`config.mk`:
```
export PLATFORM = sky130hd
export DESIGN_NAME = feature_extractor_pipe
export DESIGN_NICKNAME = d
export VERILOG_FILES = /design/src/rtl/feature_extractor_pipe.sv
export SDC_FILE = /design/constraint.sdc
export NUM_CORES = 2
export LEC_CHECK = 0
export ABC_AREA = 1
export BUFFER_PORTS_ARGS = -buffer_cell sky130_fd_sc_hd__buf_4
export CORE_MARGIN = 2
export CORE_UTILIZATION = 30
export DETAILED_ROUTE_END_ITERATION = 8
export MAX_ROUTING_LAYER = met4
export SLEW_MARGIN = 20
export SYNTH_ARGS = -nofsm -noshare
export SYNTH_HDL_FRONTEND = slang
export SYNTH_SLANG_ARGS = --single-unit
export TNS_END_PERCENT = 1
```
`constraint.sdc`:
```
create_clock -name clk -period 17.2 [get_ports clk]
set_clock_uncertainty 0.05 [all_clocks]
set_input_delay 0.86 -clock clk [delete_from_list [all_inputs] [get_ports clk]]
set_output_delay 0.86 -clock clk [all_outputs]
set_load 0.005 [all_outputs]
```
`src/rtl/feature_extractor_pipe.sv`:
```
// One frame of raster pixels goes through a 3x3 signed conv, then an activation, then an optional
// 2x2/stride-2 max-pool. The pipeline moves only on accepted pixels and the frame ends with a done pulse.
module feature_extractor_pipe #(
  parameter int IMG_W   = 32,
  parameter int IMG_H   = 32,
  parameter int PIX_W   = 8,
  parameter int COEF_W  = 8,
  parameter int ACC_W   = 22,
  parameter int POOL_EN = 1
) (
  input  logic              clk,
  input  logic              rst,
  input  logic              start,
  input  logic              pixel_valid,
  input  logic [PIX_W-1:0]  pixel_in,
  input  logic              coef_wr_en,
  input  logic [3:0]        coef_addr,
  input  logic [COEF_W-1:0] coef_data,
  input  logic [1:0]        act_mode,
  output logic              busy,
  output logic [ACC_W-1:0]  result_out,
  output logic              result_valid,
  output logic              done,
  output logic              frame_err,
  output logic [1:0]        fsm_state
);
  localparam int OW = IMG_W - 2;
  localparam int OH = IMG_H - 2;
  localparam int CW = $clog2(IMG_W);
  localparam int RW = $clog2(IMG_H);
  localparam int JW = $clog2(OW);
  localparam int IW = $clog2(OH);

  typedef enum logic [1:0] {IDLE = 2'd0, RUN = 2'd1, FLUSH = 2'd2, DONE = 2'd3} state_t;
  state_t state, state_n;

  // Handshake: pixel_valid qualifies pixel_in and is taken only in RUN, with no backpressure.
  // result_valid is a one-cycle strobe with no ready; the downstream must take every result.
  logic                     accept;
  logic                     frame_start;
  logic                     last_pix;
  logic                     upstream_v;
  logic [RW-1:0]            row;
  logic [CW-1:0]            col;
  logic [1:0]               mode_q;
  logic signed [COEF_W-1:0] coef [9];

  assign accept      = (state == RUN) && pixel_valid;
  assign frame_start = (state == IDLE) && start;
  assign last_pix    = (row == RW'(IMG_H - 1)) && (col == CW'(IMG_W - 1));

  always_ff @(posedge clk or negedge rst) begin
    if (!rst) state <= IDLE;
    else      state <= state_n;
  end

  always_comb begin
    state_n = state;
    case (state)
      IDLE:    if (start) state_n = RUN;
      RUN:     if (accept && last_pix) state_n = FLUSH;
      // The last result is the one that leaves the pipeline empty behind it.
      FLUSH:   if (result_valid && !upstream_v) state_n = DONE;
      DONE:    state_n = IDLE;
      default: state_n = IDLE;
    endcase
  end

  assign busy      = (state == RUN) || (state == FLUSH);
  assign done      = (state == DONE);
  assign fsm_state = state;

  always_ff @(posedge clk or negedge rst) begin
    if (!rst) begin
      row       <= '0;
      col       <= '0;
      mode_q    <= '0;
      frame_err <= 1'b0;
      for (int k = 0; k < 9; k++) coef[k] <= '0;
    end else begin
      if ((state == IDLE) && coef_wr_en && (coef_addr <= 4'd8))
        coef[coef_addr] <= coef_data;
      if (frame_start) begin
        row       <= '0;
        col       <= '0;
        mode_q    <= act_mode;
        frame_err <= 1'b0;
      end else begin
        if (accept) begin
          if (col == CW'(IMG_W - 1)) begin
            col <= '0;
            row <= row + 1'b1;
          end else begin
            col <= col + 1'b1;
          end
        end
        if ((start && (state != IDLE)) || (pixel_valid && (state == FLUSH)))
          frame_err <= 1'b1;
      end
    end
  end

  // lb_a holds the previous row and lb_b the row before it, both indexed by column.
  logic [PIX_W-1:0] lb_a [IMG_W];
  logic [PIX_W-1:0] lb_b [IMG_W];
  logic [PIX_W-1:0] win  [3][3];

  always_ff @(posedge clk) begin
    if (accept) begin
      lb_b[col] <= lb_a[col];
      lb_a[col] <= pixel_in;
      for (int r = 0; r < 3; r++) begin
        win[r][0] <= win[r][1];
        win[r][1] <= win[r][2];
      end
      win[0][2] <= lb_b[col];
      win[1][2] <= lb_a[col];
      win[2][2] <= pixel_in;
    end
  end

  logic                    win_v, mac_v, act_v;
  logic signed [ACC_W-1:0] mac_n, mac_q, act_n, act_q;

  always_comb begin
    mac_n = '0;
    for (int r = 0; r < 3; r++) begin
      for (int c = 0; c < 3; c++) begin
        mac_n = mac_n + ACC_W'(signed'({1'b0, win[r][c]})) * ACC_W'(coef[3*r+c]);
      end
    end
  end

  always_comb begin
    act_n = mac_q;
    if (mac_q[ACC_W-1]) begin
      case (mode_q)
        2'd0:    act_n = mac_q;
        2'd2:    act_n = mac_q >>> 3;
        default: act_n = '0;
      endcase
    end
  end

  always_ff @(posedge clk or negedge rst) begin
    if (!rst) begin
      win_v <= 1'b0;
      mac_v <= 1'b0;
      act_v <= 1'b0;
      mac_q <= '0;
      act_q <= '0;
    end else begin
      win_v <= accept && (row >= RW'(2)) && (col >= CW'(2));
      mac_v <= win_v;
      act_v <= mac_v;
      if (win_v) mac_q <= mac_n;
      if (mac_v) act_q <= act_n;
    end
  end

  generate
    if (POOL_EN != 0) begin : g_pool
      logic [JW-1:0]           pool_j;
      logic [IW-1:0]           pool_i;
      logic signed [ACC_W-1:0] hold_q, pair, buf_rd, res_q;
      logic signed [ACC_W-1:0] row_buf [OW/2];
      logic                    res_v;

      assign pair   = (act_q > hold_q) ? act_q : hold_q;
      assign buf_rd = row_buf[pool_j >> 1];

      always_ff @(posedge clk or negedge rst) begin
        if (!rst) begin
          pool_j <= '0;
          pool_i <= '0;
          hold_q <= '0;
          res_q  <= '0;
          res_v  <= 1'b0;
        end else begin
          res_v <= 1'b0;
          if (frame_start) begin
            pool_j <= '0;
            pool_i <= '0;
          end else if (act_v) begin
            if (pool_j == JW'(OW - 1)) begin
              pool_j <= '0;
              pool_i <= pool_i + 1'b1;
            end else begin
              pool_j <= pool_j + 1'b1;
            end
            if (!pool_j[0]) begin
              hold_q <= act_q;
            end else if (pool_i[0]) begin
              res_q <= (buf_rd > pair) ? buf_rd : pair;
              res_v <= 1'b1;
            end
          end
        end
      end

      // Even conv rows park their pair maxima here until the odd row below arrives.
      always_ff @(posedge clk) begin
        if (act_v && pool_j[0] && !pool_i[0]) row_buf[pool_j >> 1] <= pair;
      end

      assign result_out   = res_q;
      assign result_valid = res_v;
      assign upstream_v   = win_v | mac_v | act_v;
    end else begin : g_nopool
      assign result_out   = act_q;
      assign result_valid = act_v;
      assign upstream_v   = win_v | mac_v;
    end
  endgenerate

endmodule

```
==> metrics.csv <==
metric,value,unit
status,"finished, final reports clean",
min-delay-path-class,input port to asynchronous set/reset pin,
grt_pass1_wl,275000,µm
synth_top_cell_area_share,41.4,%
yosysSeqAreaShare,48.4,%
cts_root_buf,clkbuf_16,
firstDrtPassIters,5,
cts-resized-gates,0,
synth_edf_count,914,
cts_tree,built,
crit_path_end_kind,register,
grt_max_degree,164,
synth_cells,6267,
cts.htree.levels,3,
tns,0,ps
vias,43200,
die_x,474,µm
vias_per_cell,4.70,
coreArea,220000,µm²
yosysMostFrequentCell,inv_1,
nets,7178,
clkTransAtPathRegs,70,ps
synth_flop_cell,edfxtp_1,
wl,180000,µm
synth-seq-cells,1099,
initial_core_util,30.2,%
fin_crit,8230,ps
place_congestion,0.932,
cts_buffer_depth,3,
grt.total_usage,16.6,%
fin_util,33.5,%
remaining_drc_errors,0,
grt-ovfl-total,0,
cp_slowest_cell,fa_1,
critPathRequiredTime,17770,ps
drv_cap,0,
slew_headroom,29.2,%
yosysTopAreaCell,edfxtp_1,
worst-path-buf-inv,7,
grt_pass1_vias,44400,
slowest_delay,580,ps
post-route-period-util,47.9,%
worstSetupStartpoint,coef[7],
fmaxAchievable,121,MHz
synthTopCellsByCount,"inv_1 (1256), nand2_1 (1181), edfxtp_1 (914), fa_1 (578), nor2_1 (465)",
antenna_found_initial,9,
fin_ws,8970,ps
ant_nets,0,
async_flop_share,16.8,%
cts_setup_buffers,0,
hpwlAfterDp,126000,µm
syn_nets,7227,
synth-warning-count,0,
synthToLayoutAreaGrowth,11.2,%
clk_latency,800,ps
rows,172,
pin_count,55,
hold_buffers,0,
critPathKind,register to register,
cp_max_fo,9,
synthTopCellsByArea,"edfxtp_1 (41%), fa_1 (17%), inv_1 (7.1%)",
timing.rr.start,coef[7],
rsz0062_at_grt,false,
numClockSinks,1099,
dp_slack,8950,ps
drive_gt1_share,5.89,%
cp_top_family,adder cells,
path_common_cell,fa_1,
hold_viol_final,0,
synth_area_per_cell,10.6,µm²
setup_violations,0,
port_buffers,54,
drtIter0Drc,3766,
cp_data_arrival_time,8800,ps
die_area,225000,µm²
yosysUniqueCellTypes,44,
start_kind,register,
drv_slew,0,
die_y,474,µm
fillers,21900,
tightest_slew,1060,ps
drt-wirelength-per-cell,19.5,µm
cts_buffers,118,
synthesis.area,66200,µm²
==> per-layer routing <==
layer	vias to the layer above	part of all wire (%)	GRT usage (%)
li1	19900	-	-
met1	21900	44	22.3
met2	1234	48	26.6
met3	231	5.6	1.82
met4	0	2.7	4.42
met5	-	0	-
==> stage by stage <==
stage          hold WS [ps]  instance area [µm²]  std cells
3_3_place_gp            420                69800       8968
2_1_floorplan           302                66200       6267
5_1_grt                68.1                73600       9189
3_5_place_dp            420                69800       8968
4_1_cts                15.4                73600       9187
6_report               17.2                73600       9189
==> cells in the final DEF, fill, tap and decap left out, types with 7 or more instances in the layout <==
master,netlist,layout
ha_1,355,355
buf_4,8,139
nand3_1,118,117
nand4_1,50,50
dfrtp_1,185,183
edfxtp_1,914,914
nor2_2,2,17
nand2_1,1181,1181
a22o_1,47,47
a221oi_1,8,8
xnor2_1,11,11
o21ai_1,16,16
clkbuf_16,0,121
a21oi_1,35,35
o21ai_0,405,405
nor2_1,465,447
nor3_1,11,11
inv_1,1256,1254
clkinv_2,0,17
clkinvlp_4,0,7
o22ai_1,148,148
clkbuf_1,259,25
or2_2,23,23
a22oi_1,99,99
clkinv_1,6,30
fa_1,578,578
==> worst paths after layout <==
check | endpoint | slack [ps] | cells after the start
max | mac_q[14] | 8970 | 27
min | coef[40] | 20 | 1
max reg2reg | mac_q[14] | 8970 | 27
min reg2reg | result_out[16] | 430 | 2
max in group asynchronous | col[0] | 15570 | 2
min in group clk | mode_q[1] | 280 | 3
==> worst register-to-register path: stages, from the launching register on <==
cell and delay, ps:
dfrtp_1 490, clkinv_1 330, or2_2 390, fa_1 500, fa_1 500, inv_1 60, fa_1 460, fa_1 490
fa_1 580, inv_1 80, fa_1 470, inv_1 50, fa_1 500, inv_1 60, fa_1 520, fa_1 500
inv_1 50, fa_1 430, ha_1 350, nand2_1 100, nor3_1 240, nor2_1 110, o21ai_1 350, a21oi_1 150
inv_1 90, nand2_1 50, nand3_1 60, o21ai_0 90
==> logic make-up (layout without fill, tap and decap cells) <==
family	count (synthesis)	in the layout	synth area share, %
AOI/OAI and AO/OA	779	779	6.94
xor gates and xnor gates	14	14	0.185
adders and majority gates	933	933	24.2
buffers and inverters	1577	1627	9.06
DFF	1099	1099	48.4
other	0	1	0
and+or+nand+nor	1865	1865	11.2
==> sequential cells by signal, indices dropped and copies added, names as in the netlist <==
signal,count
result_valid,1
fsm_state,2
act_v,1
lb_a,256
result_out,22
coef,72
mac_v,1
win_v,1
row,5
g_pool.pool_i,1
mac_q,22
g_pool.pool_j,5
g_pool.hold_q,22
win,72
mode_q,2
g_pool.row_buf,330
frame_err,1
act_q,22
col,5
lb_b,256
==> cell type report <==
type | count | area, µm² | area share [%]
antenna | 1 | 2.50 | 0.00340
clock buffer | 150 | 3180 | 4.31
clock inverter | 69 | 691 | 0.938
inverter | 1265 | 4760 | 6.46
multi-input combinational | 3591 | 28200 | 38.3
sequential | 1099 | 32100 | 43.6
tap | 2871 | 3590 | 4.88
timing repair buffer | 143 | 1110 | 1.51
Power is not shown: default switching activity piles up to over one toggle a cycle in this logic, so the estimate is an artifact.
